**config.mk**
```make
export PLATFORM = sky130hd
export DESIGN_NAME = pll_lock_monitor
export DESIGN_NICKNAME = d
export VERILOG_FILES = /design/src/rtl/pll_lock_monitor.sv
export SDC_FILE = /design/constraint.sdc
export NUM_CORES = 1
export LEC_CHECK = 0
export CORE_MARGIN = 2
export CORE_UTILIZATION = 60
export DETAILED_ROUTE_END_ITERATION = 6
export PLACE_DENSITY = 0.83
export SYNTH_ARGS = -nofsm -noshare
export SYNTH_HDL_FRONTEND = slang
export SYNTH_SLANG_ARGS = --single-unit
```
**constraint.sdc**
```tcl
create_clock -name clk -period 8.5 [get_ports clk]
set_input_delay 1.7 -clock clk [delete_from_list [all_inputs] [get_ports clk]]
set_output_delay 1.7 -clock clk [all_outputs]
set_load 0.005 [all_outputs]
```
**src/rtl/pll_lock_monitor.sv**
```systemverilog
// PLL lock monitor: holds the system in reset until the PLL has locked,
// settled, and its output frequency measures in range against clk.
module pll_lock_monitor #(
  parameter int SYNC_STAGES   = 2,
  parameter int STABLE_CYCLES = 1024,
  parameter int WINDOW_CYCLES = 1024,
  parameter int EDGES_MIN     = 376,
  parameter int EDGES_MAX     = 392,
  parameter int FAULT_HOLD    = 256,
  parameter int CNT_W         = 16
) (
  input  logic             clk,
  input  logic             rst,
  input  logic             pll_lock,
  input  logic             pll_tick,
  output logic             sys_rst,
  output logic             ready,
  output logic [7:0]       fault_count,
  output logic [CNT_W-1:0] last_edges,
  output logic [2:0]       state_dbg
);

  localparam int NS =
    (SYNC_STAGES < 2) ? 2 : SYNC_STAGES;
  localparam int TMAX =
    (STABLE_CYCLES > FAULT_HOLD) ?
    STABLE_CYCLES : FAULT_HOLD;
  localparam int TMR_W = $clog2(TMAX + 1);
  localparam int WIN_W =
    (WINDOW_CYCLES > 1) ?
    $clog2(WINDOW_CYCLES) : 1;

  typedef enum logic [2:0] {
    S_HOLD    = 3'd0,
    S_SETTLE  = 3'd1,
    S_MEASURE = 3'd2,
    S_RUN     = 3'd3,
    S_FAULT   = 3'd4
  } state_t;

  logic [NS-1:0]    lock_sync;
  logic [NS-1:0]    tick_sync;
  logic             tick_d;
  logic             lock_s;
  logic             tick_s;
  logic             tick_e;

  state_t           state;
  state_t           next;

  logic [TMR_W-1:0] tmr;
  logic [WIN_W-1:0] win_cnt;
  logic [CNT_W-1:0] edge_cnt;
  logic [CNT_W-1:0] edge_total;
  logic [CNT_W-1:0] tick_inc;

  logic             counting;
  logic             win_end;
  logic             in_range;
  logic             enter_fault;
  logic             timed;
  logic             stable_done;
  logic             hold_done;

  assign lock_s = lock_sync[NS-1];
  assign tick_s = tick_sync[NS-1];
  assign tick_e = tick_s ^ tick_d;

  // Bring lock and tick into clk; extra tick flop gives both edges.
  always_ff @(posedge clk) begin
    if (rst) begin
      lock_sync <= '0;
      tick_sync <= '0;
      tick_d    <= 1'b0;
    end else begin
      lock_sync <= {lock_sync[NS-2:0], pll_lock};
      tick_sync <= {tick_sync[NS-2:0], pll_tick};
      tick_d    <= tick_s;
    end
  end

  assign counting =
    (state == S_MEASURE) || (state == S_RUN);

  assign win_end = counting &&
    (win_cnt == WIN_W'(WINDOW_CYCLES - 1));

  assign tick_inc =
    {{(CNT_W-1){1'b0}}, tick_e};

  // Saturating total including this cycle's edge.
  assign edge_total = (&edge_cnt) ?
    edge_cnt : (edge_cnt + tick_inc);

  assign in_range =
    (edge_total >= CNT_W'(EDGES_MIN)) &&
    (edge_total <= CNT_W'(EDGES_MAX));

  // Window and edge counters; idle outside MEASURE and RUN.
  always_ff @(posedge clk) begin
    if (rst || !counting) begin
      win_cnt  <= '0;
      edge_cnt <= '0;
    end else if (win_end) begin
      win_cnt  <= '0;
      edge_cnt <= '0;
    end else begin
      win_cnt  <= win_cnt + WIN_W'(1);
      edge_cnt <= edge_total;
    end
  end

  // Capture the total of each completed window.
  always_ff @(posedge clk) begin
    if (rst) begin
      last_edges <= '0;
    end else if (win_end) begin
      last_edges <= edge_total;
    end
  end

  assign timed =
    (state == S_SETTLE) || (state == S_FAULT);

  assign stable_done =
    (tmr == TMR_W'(STABLE_CYCLES - 1));

  assign hold_done =
    (tmr == TMR_W'(FAULT_HOLD - 1));

  // Dwell timer for SETTLE and FAULT, restarted on every state change.
  always_ff @(posedge clk) begin
    if (rst) begin
      tmr <= '0;
    end else if (next != state) begin
      tmr <= '0;
    end else if (timed) begin
      tmr <= tmr + TMR_W'(1);
    end else begin
      tmr <= '0;
    end
  end

  // Next-state logic.
  always_comb begin
    next = state;
    unique case (state)
      S_HOLD: begin
        if (lock_s) begin
          next = S_SETTLE;
        end
      end
      S_SETTLE: begin
        if (!lock_s) begin
          next = S_HOLD;
        end else if (stable_done) begin
          next = S_MEASURE;
        end
      end
      S_MEASURE: begin
        if (!lock_s) begin
          next = S_HOLD;
        end else if (win_end) begin
          next = in_range ? S_RUN : S_FAULT;
        end
      end
      S_RUN: begin
        if (!lock_s) begin
          next = S_FAULT;
        end else if (win_end && !in_range) begin
          next = S_FAULT;
        end
      end
      S_FAULT: begin
        if (hold_done) begin
          next = S_HOLD;
        end
      end
      default: begin
        next = S_HOLD;
      end
    endcase
  end

  assign enter_fault =
    (next == S_FAULT) && (state != S_FAULT);

  // State plus outputs registered from next-state so they move together.
  always_ff @(posedge clk) begin
    if (rst) begin
      state       <= S_HOLD;
      sys_rst     <= 1'b1;
      ready       <= 1'b0;
      fault_count <= 8'd0;
    end else begin
      state   <= next;
      sys_rst <= (next != S_RUN);
      ready   <= (next == S_RUN);
      if (enter_fault && (fault_count != 8'hFF)) begin
        fault_count <= fault_count + 8'd1;
      end
    end
  end

  assign state_dbg = state;

endmodule

```
==> reports/qor.csv, run 1 <==
metric,value,unit
die height,78.0,um
CP max-delay cell,or3_1,
Syn Area/Cell,8.46,sq um
Port Buffers,32,
Final setup viols,0,
all-layer global routing usage,24.2,%
clock period minus worst slack,3240,ps
data required time of the critical path,8690,ps
clock skew,6.53,ps
Die Wd,78.0,um
clk slew on worst S/H paths,70,ps
Hold EP,lock_sync[1],
flop2flop setup slack,5280,ps
Syn Inst Count,388,
VDD IR max,128,uV
Worst slew margin,35.2,%
sequential fraction of the synthesis area,43.3,%
ANT cells,0,
post-CTS sizing,0,
CTS tree,yes,
worst skew pair latency,350,ps
Post-Syn Nets,397,
HP Start,lock_sync[0],
Worst Slack Setup Final,5260,ps
routed vias,2721,
startpoint type of the worst setup path,primary input,
row cnt,26,
Post-synth EDFFs,0,
grt ovf,0,
worst setup path class,in -> reg,
initial core utilization,63.1,%
placer congestion estimate,0.870,
DRT iter0 DRCs,199,
hold_buf cts,0,
Ys Warns,0,
CP Cell Sequence,clkdlybuf4s50_1 -> buf_4 -> or3_1 -> nor2_1,
synthesized area,3280,sq um
DP HPWL,4.74,mm
antenna violations before repair,0,
vias in the first global route,2537,
Worst-Margin Slew,969,ps
pwr dens,162,nW/um^2
status,completed,
Fmax,309,MHz
"Async S/R FF share, synth",0,%
DR WL/cell,14.1,um
worst r2r path cells,10,
WL final,6.88,mm
Layout area overhead,16.4,%
Yosys top cell area share,43.3,%
# Post-CTS Setup Buffers,0,
H-tree level count,3,
fin nets,422,
Yosys reg bits,71,
ANT nets after route,0,
Core Area,5200,sq um
Hold Crit Depth,1,
Worst setup EP type,flop,
leading area contributor after synthesis,dfxtp_1,
setup TNS,0,ps
fin crit share,38.1,%
RSZ-0062 raised after global routing,false,
clk sinks,71,
first-pass GRT wire length,11.6,mm
cts bufs inserted,9,
Main synth FF type,dfxtp_1,
DP Worst Slack,4910,ps
maxcap violations,0,
"Distinct cells, synth",52,
Vias/cell,5.58,
die area,6080,sq um
CTS Root Cell,clkbuf_8,
Pwr Total,0.619,mW
reg2reg end,sys_rst,
Ports,33,
min-delay worst type,reg -> reg,
pin count of the biggest net entering global routing,44,
Residual DRC,0,
First-pass DRT Iterations,5,
Reg-to-Reg Start,tick_sync[1],
maximum single-stage delay on the critical path,740,ps
largest cells by area after synthesis,"dfxtp_1 43%, nor2_1 8.6%, a21oi_1 3.7%",
critical path arrival,3440,ps
worst-case clock buffer depth,2,
Static Leakage,1.26,nW
crit-path max FO,43,
fin. max-slew vios,0,
Hold Fails Final Rpt,0,
share of cells above drive strength 1,8.85,%
## where the power goes
part | internal, mW | total, mW | switching, mW
sequential | 0.333 | 0.334 | 0.000670
clock | 0.145 | 0.277 | 0.132
combinational | 0.00349 | 0.00852 | 0.00503
total | 0.482 | 0.619 | 0.138
## worst max-delay path by stage
stage / startpoint / to / slack, ps / cells after the start
2_1_floorplan: edge_cnt[2] / fault_count[0] / 5760 / 9
3_3_place_gp: rst / edge_cnt[4] / 4940 / 4
3_5_place_dp: rst / edge_cnt[5] / 4910 / 4
4_1_cts: rst / win_cnt[2] / 5260 / 4
5_1_grt: tick_sync[1] / sys_rst / 4960 / 10
6_report: rst / win_cnt[2] / 5260 / 4
## worst max-delay path, delay by kind of cell
family	cells	cell delay [ps]
simple gates	2	890
buf+inv	2	830
## area by class of cell
class | count | area (sq um)
Clock inverter | 6 | 67.6
Fill cell | 410 | 1380
Tap cell | 70 | 87.6
Multi-Input combinational cell | 290 | 1750
Clock buffer | 10 | 138
Timing Repair Buffer | 33 | 328
Inverter | 8 | 30.0
Sequential cell | 71 | 1420
## cells in the mapped netlist (8+ instances only)
| cell | number |
|---|---|
| nand4_1 | 9 |
| nand2_1 | 23 |
| xor2_1 | 12 |
| a21oi_1 | 24 |
| nor3_1 | 16 |
| nor2_1 | 75 |
| nand3_1 | 18 |
| clkbuf_1 | 14 |
| xnor2_1 | 12 |
| nor2b_1 | 13 |
| and3_1 | 11 |
| inv_1 | 8 |
| dfxtp_1 | 71 |
## cells in the final DEF, fill, tap and decap left out, types with 12 or more instances in the layout
| cell | n |
|---|---|
| dfxtp_1 | 71 |
| nor3_1 | 16 |
| xnor2_1 | 12 |
| clkdlybuf4s50_1 | 32 |
| a21oi_1 | 24 |
| nor2b_1 | 13 |
| nor2_1 | 75 |
| xor2_1 | 12 |
| nand3_1 | 18 |
| nand2_1 | 23 |
## state kept, by name, summed over array words and instances, names as in the netlist
| register | flops |
|---|---|
| lock_sync | 2 |
| tmr | 11 |
| tick_d | 1 |
| last_edges | 16 |
| win_cnt | 10 |
| edge_cnt | 16 |
| sys_rst | 1 |
| fault_count | 8 |
| tick_sync | 2 |
| state_dbg | 3 |
| ready | 1 |
## per-stage QoR
step	util, %	area (sq um)	instances	hold slack, ps
4_1_cts	73.4	3820	488	453
3_3_place_gp	69.5	3620	472	421
3_5_place_dp	69.5	3620	472	426
6_report	73.4	3820	488	455
2_1_floorplan	-	3280	388	414
5_1_grt	73.4	3820	488	464
## kinds of logic (layout without fill, tap and decap cells)
| group | Yosys count | count (layout) | share of synthesized area, % |
|---|---|---|---|
| buffers and inverters | 27 | 57 | 3.43 |
| DFF | 71 | 71 | 43.3 |
| xor gates and xnor gates | 24 | 24 | 6.40 |
| muxes | 8 | 8 | 2.67 |
| adders and majority gates | 5 | 5 | 1.91 |
| AOI/OAI and AO/OA | 59 | 59 | 12.8 |
| and+or+nand+nor | 194 | 194 | 29.5 |
## routing by layer
layer  routed length (um)  track usage [%]
met1                 3010             30.3
met2                 3410             39.0
met3                  322             5.12
met4                  137             13.3
met5                    0                0
(Power assumes the default switching activity.)
==> run 2, diff against run 1 <==
Settings changed: CORE_UTILIZATION 60 to 56, PLACE_DENSITY 0.83 to 0.79.
Clock period 8.5 ns to 3 ns, I/O delays scaled along.
==> run 2 against run 1 <==
Sequential cell count stayed put; global-route usage is 1.0 points higher; critical endpoint is now fault_count[0]; die area is 6.8% higher; worst hold slack better by 1.7 ps; critical path depth is 4 higher; clock-buffer cell count stayed put; largest cell class unchanged; via count is 6.8% higher; combinational power grew to 3.0 times the previous value.
==> reports/qor.csv, run 2 (synthesis gave the netlist of run 1 again) <==
metric,value,unit,change
status,completed,,
DP Area,3710,sq um,+2.6%
worst-case clock buffer depth,2,,unchanged
die area,6490,sq um,+6.8%
CP Cell Sequence,inv_1 -> or4_1 -> nor2b_4 -> and3_1 -> o311a_1 -> a211o_4 -> a21boi_2 -> mux2_1,,
Worst-Margin Slew,902,ps,-67.2 ps
CTS Root Cell,clkbuf_8,,
metal1 wirelength,3.14,mm,+4.3%
Crit path max-delay family,compound AO/OA/AOI/OAI gates,,
clock skew,8.61,ps,+2.09 ps
routed vias,2906,,+6.8%
critical path depth in cells,8,,+4
DR WL/cell,14.5,um,+3.1%
WP buf/inv,1,,-1
"commonest non-fill, non-tap cells in the layout","75 x nor2_1, 69 x dfxtp_1, 32 x clkdlybuf4s50_1, 24 x a21oi_1, 23 x nand2_1",,
pwr dens,474,nW/um^2,+190%
Worst slew margin,39.9,%,+4.7 points
ANT cells,0,,unchanged
Setup crit end,fault_count[0],,
setup TNS,0,ps,unchanged
grt ovf,0,,unchanged
RSZ-0062 raised after global routing,false,,
fin. max-slew vios,0,,unchanged
Die Wd,80.6,um,+3.3%
vias in the first global route,2848,,+12%
"most common cell after layout, fill and taps aside",nor2_1,,
H-tree level count,3,,unchanged
initial core utilization,58.9,%,-4.2 points
Vias/cell,5.77,,+3.4%
Fillers,440,,+7.3%
CP max-delay cell,or4_1,,
DRT iter0 DRCs,218,,+9.5%
Final Instance Area,4010,sq um,+5.0%
first-pass GRT wire length,12.7,mm,+9.1%
Residual DRC,0,,unchanged
die height,80.6,um,+3.3%
Layout area overhead,22.3,%,
Worst setup EP type,flop,,
DP HPWL,4.99,mm,+5.3%
clk slew on worst S/H paths,70,ps,about the same
Hold Crit Depth,1,,unchanged
critical path arrival,3140,ps,-300 ps
cts bufs inserted,9,,unchanged
clk sinks,71,,unchanged
Fmax,345,MHz,
Ports,33,,unchanged
worst r2r path cells,8,,-2
uppermost routed layer,met4,,
Port Buffers,32,,unchanged
worst setup path class,reg -> reg,,
maxcap violations,0,,unchanged
all-layer global routing usage,25.2,%,+1.0 points
Core Area,5570,sq um,+7.1%
Static Leakage,1.37,nW,+9.0%
antenna violations before repair,0,,unchanged
WL final,7.33,mm,+6.5%
reg2reg end,fault_count[0],,
metal2 WL,3.63,mm,+6.4%
startpoint type of the worst setup path,flop,,
clock period minus worst slack,2900,ps,
worst setup path start,edge_cnt[15],,
hold_buf cts,0,,unchanged
fin crit share,96.8,%,
min-delay worst type,reg -> reg,,
fin nets,437,,+3.6%
First-pass DRT Iterations,4,,-1
CTS tree,yes,,
data required time of the critical path,3230,ps,-5460 ps
share of cells above drive strength 1,13.7,%,+4.8 points
placer congestion estimate,0.867,,-0.31%
VDD IR max,306,uV,+140%
Non-Filler Instances,504,,+3.3%
Pwr Total,1.90,mW,+210%
routed wl met3,379,um,+18%
crit-path max FO,9,,-79%
biggest regs,"edge_cnt (16), last_edges (16), tmr (11)",,
row cnt,27,,+3.8%
Reg-to-Reg Start,edge_cnt[15],,
Final setup viols,0,,unchanged
worst skew pair latency,350,ps,about the same
Hold Fails Final Rpt,0,,unchanged
pin count of the biggest net entering global routing,26,,-41%
Inst Count DP,486,,+3.0%
maximum single-stage delay on the critical path,580,ps,-160 ps
ANT nets after route,0,,unchanged
flop2flop setup slack,100,ps,-5180 ps
-- run 2: what timing repair did --
| item | 4_1_cts | 5_1_grt |
|---|---|---|
| gates resized for setup | 1 | 9 |
| endpoints found under the setup margin | 1 | 9 |
| pin swaps | 0 | 3 |
| buffers inserted | 0 | 3 |
-- run 2: area by class of cell --
| type | count | area (sq um) | area share, % |
|---|---|---|---|
| clock inverter | 5 | 106 | 2.65 |
| timing repair buffer | 48 | 440 | 11.0 |
| multi-input combinational | 290 | 1790 | 44.5 |
| tap | 72 | 90.1 | 2.24 |
| inverter | 8 | 30.0 | 0.748 |
| sequential | 71 | 1420 | 35.5 |
| clock buffer | 10 | 138 | 3.43 |
-- run 2: power breakdown --
part           internal [mW]  leakage [nW]  switching (mW)  total [mW]
registers              0.945         0.574         0.00255       0.947
logic                 0.0111         0.678          0.0143      0.0255
clock network          0.572         0.119           0.359       0.930
total                   1.53          1.37           0.375        1.90
-- run 2: how the worst min path moves through the flow --
| stage | from | end | slack [ps] |
|---|---|---|---|
| after floorplan | lock_sync[0] | lock_sync[1] | 410 |
| after global placement | lock_sync[0] | lock_sync[1] | 420 |
| after detailed placement | tmr[0] | tmr[0] | 450 |
| after CTS | lock_sync[0] | lock_sync[1] | 460 |
| after global routing | lock_sync[0] | lock_sync[1] | 470 |
| final | lock_sync[0] | lock_sync[1] | 460 |
-- run 2: routing by layer --
layer | vias up | global-route usage [%]
met3 | 19 | 4.49
met1 | 1376 | 31.4
met2 | 82 | 41.0
met5 | - | 0
li1 | 1429 | -
met4 | 0 | 14.2
-- run 2: metrics by stage --
step	utilization [%]	hold slack, ps	worst slack [ps]
2_1_floorplan	-	414	260
3_3_place_gp	66.5	423	169
3_5_place_dp	66.5	448	41.7
4_1_cts	71.0	458	12.9
5_1_grt	72.0	472	2.03
6_report	72.0	457	97.3
==> edit 1 (config.mk and constraints of run 1) <==
Register the output `fault_count` once more, with the module's reset; this adds one clock of latency there. The other outputs are not delayed to match.
--- a/src/rtl/pll_lock_monitor.sv
+++ b/src/rtl/pll_lock_monitor.sv
@@ -39,4 +39,6 @@
   } state_t;
 
+  logic [7:0] fault_count_s0;
+
   logic [NS-1:0]    lock_sync;
   logic [NS-1:0]    tick_sync;
@@ -192,11 +194,11 @@
       sys_rst     <= 1'b1;
       ready       <= 1'b0;
-      fault_count <= 8'd0;
+      fault_count_s0 <= 8'd0;
     end else begin
       state   <= next;
       sys_rst <= (next != S_RUN);
       ready   <= (next == S_RUN);
-      if (enter_fault && (fault_count != 8'hFF)) begin
-        fault_count <= fault_count + 8'd1;
+      if (enter_fault && (fault_count_s0 != 8'hFF)) begin
+        fault_count_s0 <= fault_count_s0 + 8'd1;
       end
     end
@@ -205,4 +207,12 @@
   assign state_dbg = state;
 
+  always_ff @(posedge clk) begin
+    if (rst) begin
+      fault_count <= '0;
+    end else begin
+      fault_count <= fault_count_s0;
+    end
+  end
+
 endmodule
 
Function: no difference found for any inputs over 10 cycles, from zero or initial values and one cycle with rst high; that may be too few to reach the edited logic, so the function may still have changed.
==> edit 1 against run 1 <==
Sequential power is 11% higher; setup slack got worse by 0.18 ns; cell area grew 4.3%; combinational power increased by 8.8%; fmax is 5.3% lower; worst hold slack worse by 0.0090 ns; synthesized cell count increased by 4.9%; wire length is 0.63% lower; synthesized area increased by 5.7%; via count up 6.4%; non-clock buffer count rose by 1; power increased by 0.45%; sequential cell count increased by 8; first-iteration DRC count fell by 17%; critical path type is now register to register; largest cell class unchanged.
==> edit 1: results (changes against run 1) <==
* Wirelength per Cell at 13.41 um (was 14.10 um)
* Pleak at 0.001332 uW (was 0.001258 uW)
* CTS Buffer Depth at 2 (unchanged)
* Commonest cells in the netlist: 79 x dfxtp_1, 71 x nor2_1, 30 x nand2_1 (was 75 x nor2_1, 71 x dfxtp_1, 24 x a21oi_1)
* CTS Buf Count at 9 (unchanged)
* Main area contributors after synthesis: dfxtp_1 46%, nor2_1 7.7%, nand3_1 4.0%, nor2b_1 4.0%, xor2_1 3.8% (was dfxtp_1 43%, nor2_1 8.6%, a21oi_1 3.7%, xnor2_1 3.2%, xor2_1 3.2%)
* # Post-CTS Setup Buffers at 0 (unchanged)
* Final Wtd Congestion at 0.8884 (was 0.8697)
* Vias in the first global route at 2549 (was 2537)
* Worst-skew pair later-pin latency at 0.35 ns (about the same)
* Post-synth ARST share at 0% (unchanged)
* Top FF cell, synth: dfxtp_1 (unchanged)
* Port Buf Inserts at 32 (unchanged)
* Number of antenna diodes at 0 (unchanged)
* First-pass GRT wire length at 11.39 mm (was 11.62 mm)
* Worst EP required at 8.73 ns (was 8.69 ns)
* Top cell type's share of synthesized area at 45.58% (was 43.29%)
* GRT Overall Usage at 22.76% (was 24.23%)
* Status: finished, final reports clean (unchanged)
* CP delay by family, top: simple AND/OR/NAND/NOR gates (unchanged)
* Least-Margin Pin Slew at 0.8382 ns (was 0.9692 ns)
* Critical-path top delay cell: a2111oi_4 (was or3_1)
* Hold crit path type: register to register (unchanged)
* CP Max Fanout at 7 (was 43)
* Drt first pass iters at 5 (unchanged)
* Worst path max stage delay at 0.50 ns (was 0.74 ns)
* Clk_skew at 0.009862 ns (was 0.006525 ns)
* # resized after CTS at 0 (unchanged)
* DP HPWL at 4.792 mm (was 4.741 mm)
* Peak supply drop at 0.1067 mV (was 0.1281 mV)
* Ys Warns at 0 (unchanged)
* Netlist cell types at 49 (was 52)
* DR vias at 2896 (was 2721)
* Pin count of the biggest net entering global routing at 41 (was 44)
* Syn_nets at 416 (was 397)
* Net Sw Power at 141.4 uW (was 137.6 uW)
* Layout cell share with drive strength beyond 1 at 5.936% (was 8.852%)
* Final net count at 442 (was 422)
* Top flop regs: edge_cnt (16), last_edges (16), tmr (11) (unchanged)
* Initial DRC Count at 166 (was 199)
* Initial antenna violation count at 0 (unchanged)
* Clk pin slew, worst setup/hold paths at 0.08 ns
* Share of the yosys chip area belonging to registers at 45.58% (was 43.29%)
* CTS Root Cell: clkbuf_8 (unchanged)
* H-tree depth at 3 (unchanged)
-- edit 1: logic make-up after synthesis --
| group | after synthesis | synth area share [%] |
|---|---|---|
| multiplexers | 11 | 3.390 |
| buffers and inverters | 24 | 2.704 |
| AO/OA/AOI/OAI | 61 | 11.54 |
| AND/OR/NAND/NOR | 204 | 29.17 |
| flip-flops | 79 | 45.58 |
| adder cells (fa/ha/maj) | 5 | 1.803 |
| XOR/XNOR | 23 | 5.806 |
-- edit 1: path summary, 6_finish.rpt --
kind	cells after the start	slack (ns)	to	startpoint
max	10	5.08	fault_count_s0[4]	tick_sync[1]
min	1	0.45	lock_sync[1]	lock_sync[0]
max reg2reg	10	5.08	fault_count_s0[4]	tick_sync[1]
min reg2reg	1	0.45	lock_sync[1]	lock_sync[0]
-- edit 1: power by group through the flow --
stage	logic (uW)	registers, uW	clock network, uW
floorplan	6.00	380	0
global placement	8.91	380	0
detailed placement	9.29	380	0
CTS	9.30	372	245
global route	10.3	372	261
finish	9.27	372	241
-- edit 1: worst reg2reg max path: stages (launching register included) --
cell and delay, ns:
dfxtp_1 0.34, xor2_1 0.26, ha_1 0.32, nand3_1 0.17
nor4_1 0.39, mux2i_1 0.42, nand4_1 0.23, a2111oi_4 0.50
o22ai_2 0.24, nand2_1 0.12, mux2_1 0.32
-- edit 1: layout make-up --
| type | count | area [um^2] |
|---|---|---|
| Multi-Input combinational cell | 304 | 1794 |
| Sequential cell | 79 | 1582 |
| Fill cell | 450 | 1555 |
| Timing Repair Buffer | 34 | 335.3 |
| Clock buffer | 11 | 131.4 |
| Tap cell | 72 | 90.09 |
| Clock inverter | 5 | 33.78 |
| Inverter | 5 | 18.77 |
-- edit 1: metrics by stage --
step	hold WS (ns)	setup slack [ns]	instance area, um^2	power, uW	cells
final	0.4461	5.079	3985	622.2	510
after detailed placement	0.4265	4.915	3820	389.6	494
after floorplan	0.4138	5.692	3470	386.1	407
after CTS	0.4443	5.055	3985	625.9	510
after global placement	0.4161	4.946	3820	389.2	494
after global routing	0.4670	4.887	3985	643.2	510
-- edit 1: routing by layer --
layer | vias up | wire length, um | global-route usage (%)
met5 | - | 0 | 0
met4 | 0 | 124 | 9.661
met3 | 14 | 323 | 4.299
met2 | 84 | 3093 | 35.92
met1 | 1332 | 3295 | 30.45
li1 | 1466 | - | -
==> edit 2 (settings of run 1) <==
Made on the original files. `CNT_W`: 16 -> 12.
--- a/src/rtl/pll_lock_monitor.sv
+++ b/src/rtl/pll_lock_monitor.sv
@@ -8,5 +8,5 @@
   parameter int EDGES_MAX     = 392,
   parameter int FAULT_HOLD    = 256,
-  parameter int CNT_W         = 16
+  parameter int CNT_W         = 12
 ) (
   input  logic             clk,
Ports: changed (resized last_edges); port bits go from 33 to 29. No check against the original RTL was run, so the function may have changed too.
==> edit 2 against run 1 <==
Clock skew increased by 0.00098 ns; setup slack got worse by 0.39 ns; via count decreased by 13%; wire length decreased by 18%; sequential power decreased by 11%; synthesized area decreased by 13%; combinational power decreased by 1%; power decreased by 14%; cell area decreased by 13%; fmax decreased by 11%; sequential cell count decreased by 8; die area decreased by 12%; critical endpoint is now edge_cnt[3]; highest routed layer unchanged.
==> edit 2: results (changes against run 1) <==
* Status: finished, final reports clean (unchanged)
* Layout cell share with drive strength beyond 1 at 9.322% (was 8.852%)
* Place WS at 4.535 ns (was 4.910 ns)
* Share of the yosys chip area belonging to registers at 44.17% (was 43.29%)
* GRT Overall Usage at 22.63% (was 24.23%)
* Final Wtd Congestion at 0.8735 (was 0.8697)
* Peak supply drop at 0.08610 mV (was 0.1281 mV)
* Pin count of the biggest net entering global routing at 29 (was 44)
* Compound-Gate Fraction of Synth Area at 12.45% (was 12.80%)
* Post-placement cell count at 392 (was 472)
* Vias in the first global route at 2106 (was 2537)
* Initial DRC Count at 116 (was 199)
* Syn_nets at 331 (was 397)
* Final std cells w/o fill at 408 (was 488)
* Post-synthesis xor/xnor area fraction at 7.055% (was 6.402%)
* Syn Area/Cell at 8.867 um^2 (was 8.462 um^2)
* Critical-path top delay cell: clkdlybuf4s50_1 (was or3_1)
* CP delay by family, top: buffers and inverters (was simple AND/OR/NAND/NOR gates)
* Post-synthesis mux area share at 0.3506% (was 2.668%)
* Pleak at 0.001096 uW (was 0.001258 uW)
* Reg2Reg Depth at 9 (was 10)
* Main area contributors after synthesis: dfxtp_1 44%, nor2_1 6.0%, nor3_2 3.9%, xor2_1 3.7%, xnor2_1 3.4% (was dfxtp_1 43%, nor2_1 8.6%, a21oi_1 3.7%, xnor2_1 3.2%, xor2_1 3.2%)
* Post-Synth Adder-Cell Area at 2.191% (was 1.905%)
* Netlist cell types at 49 (was 52)
* Drt first pass iters at 4 (was 5)
* Drt total wl at 5.645 mm (was 6.880 mm)
* Worst-skew pair later-pin latency at 0.33 ns (was 0.35 ns)
* Clk_skew at 0.007506 ns (was 0.006525 ns)
-- edit 2: cell families after synthesis --
kind of cell / after synthesis
compound gates: 53
xor+xnor: 23
simple gates: 157
flops: 63
fa+ha+maj: 5
mux: 1
buf+inv: 20
-- edit 2: layout make-up --
class                      instances  area [um^2]
multi-input combinational        239         1499
tap                               54        67.56
sequential                        63         1261
timing repair buffer              29        287.8
clock buffer                      13        158.9
clock inverter                     3        17.52
inverter                           7        26.28
fill                             384         1343
-- edit 2: path summary, 6_finish.rpt --
check                    start            to  slack [ns]
hold / removal    lock_sync[0]  lock_sync[1]        0.44
setup reg to reg   edge_cnt[4]        tmr[1]        5.33
hold reg to reg   lock_sync[0]  lock_sync[1]        0.44
setup / recovery           rst   edge_cnt[3]        4.87
-- edit 2: stage by stage --
step / hold WS (ns) / cell area [um^2]
floorplan: 0.4138 / 2855
global placement: 0.4167 / 3142
detailed placement: 0.4282 / 3142
CTS: 0.4436 / 3318
global route: 0.4582 / 3318
finish: 0.4440 / 3318
-- edit 2: metal layers --
| metal | share of wire, % | track usage (%) | vias up |
|---|---|---|---|
| met5 | 0 | 0 | - |
| met2 | 50 | 37.34 | 45 |
| met3 | 3.8 | 4.144 | 6 |
| li1 | - | - | 1201 |
| met4 | 1.3 | 11.93 | 0 |
| met1 | 45 | 27.99 | 1107 |
-- edit 2: worst reg2reg max path: stages, from the launching register on --
cell and delay, ns:
dfxtp_1 0.54, nand4_2 0.22, nor4_4 0.69, nor3_1 0.28, nor4_1 0.38, a31oi_1 0.23, a21oi_2 0.23, a31oi_1 0.10
buf_4 0.21, nor3b_1 0.22
-- edit 2: report_power, final --
group / leakage [uW] / total (uW) / switching, uW / internal, uW
logic: 0.000498 / 8.41 / 5.06 / 3.36
registers: 0.000508 / 297 / 0.784 / 296
clock network: 0.0000894 / 229 / 108 / 121
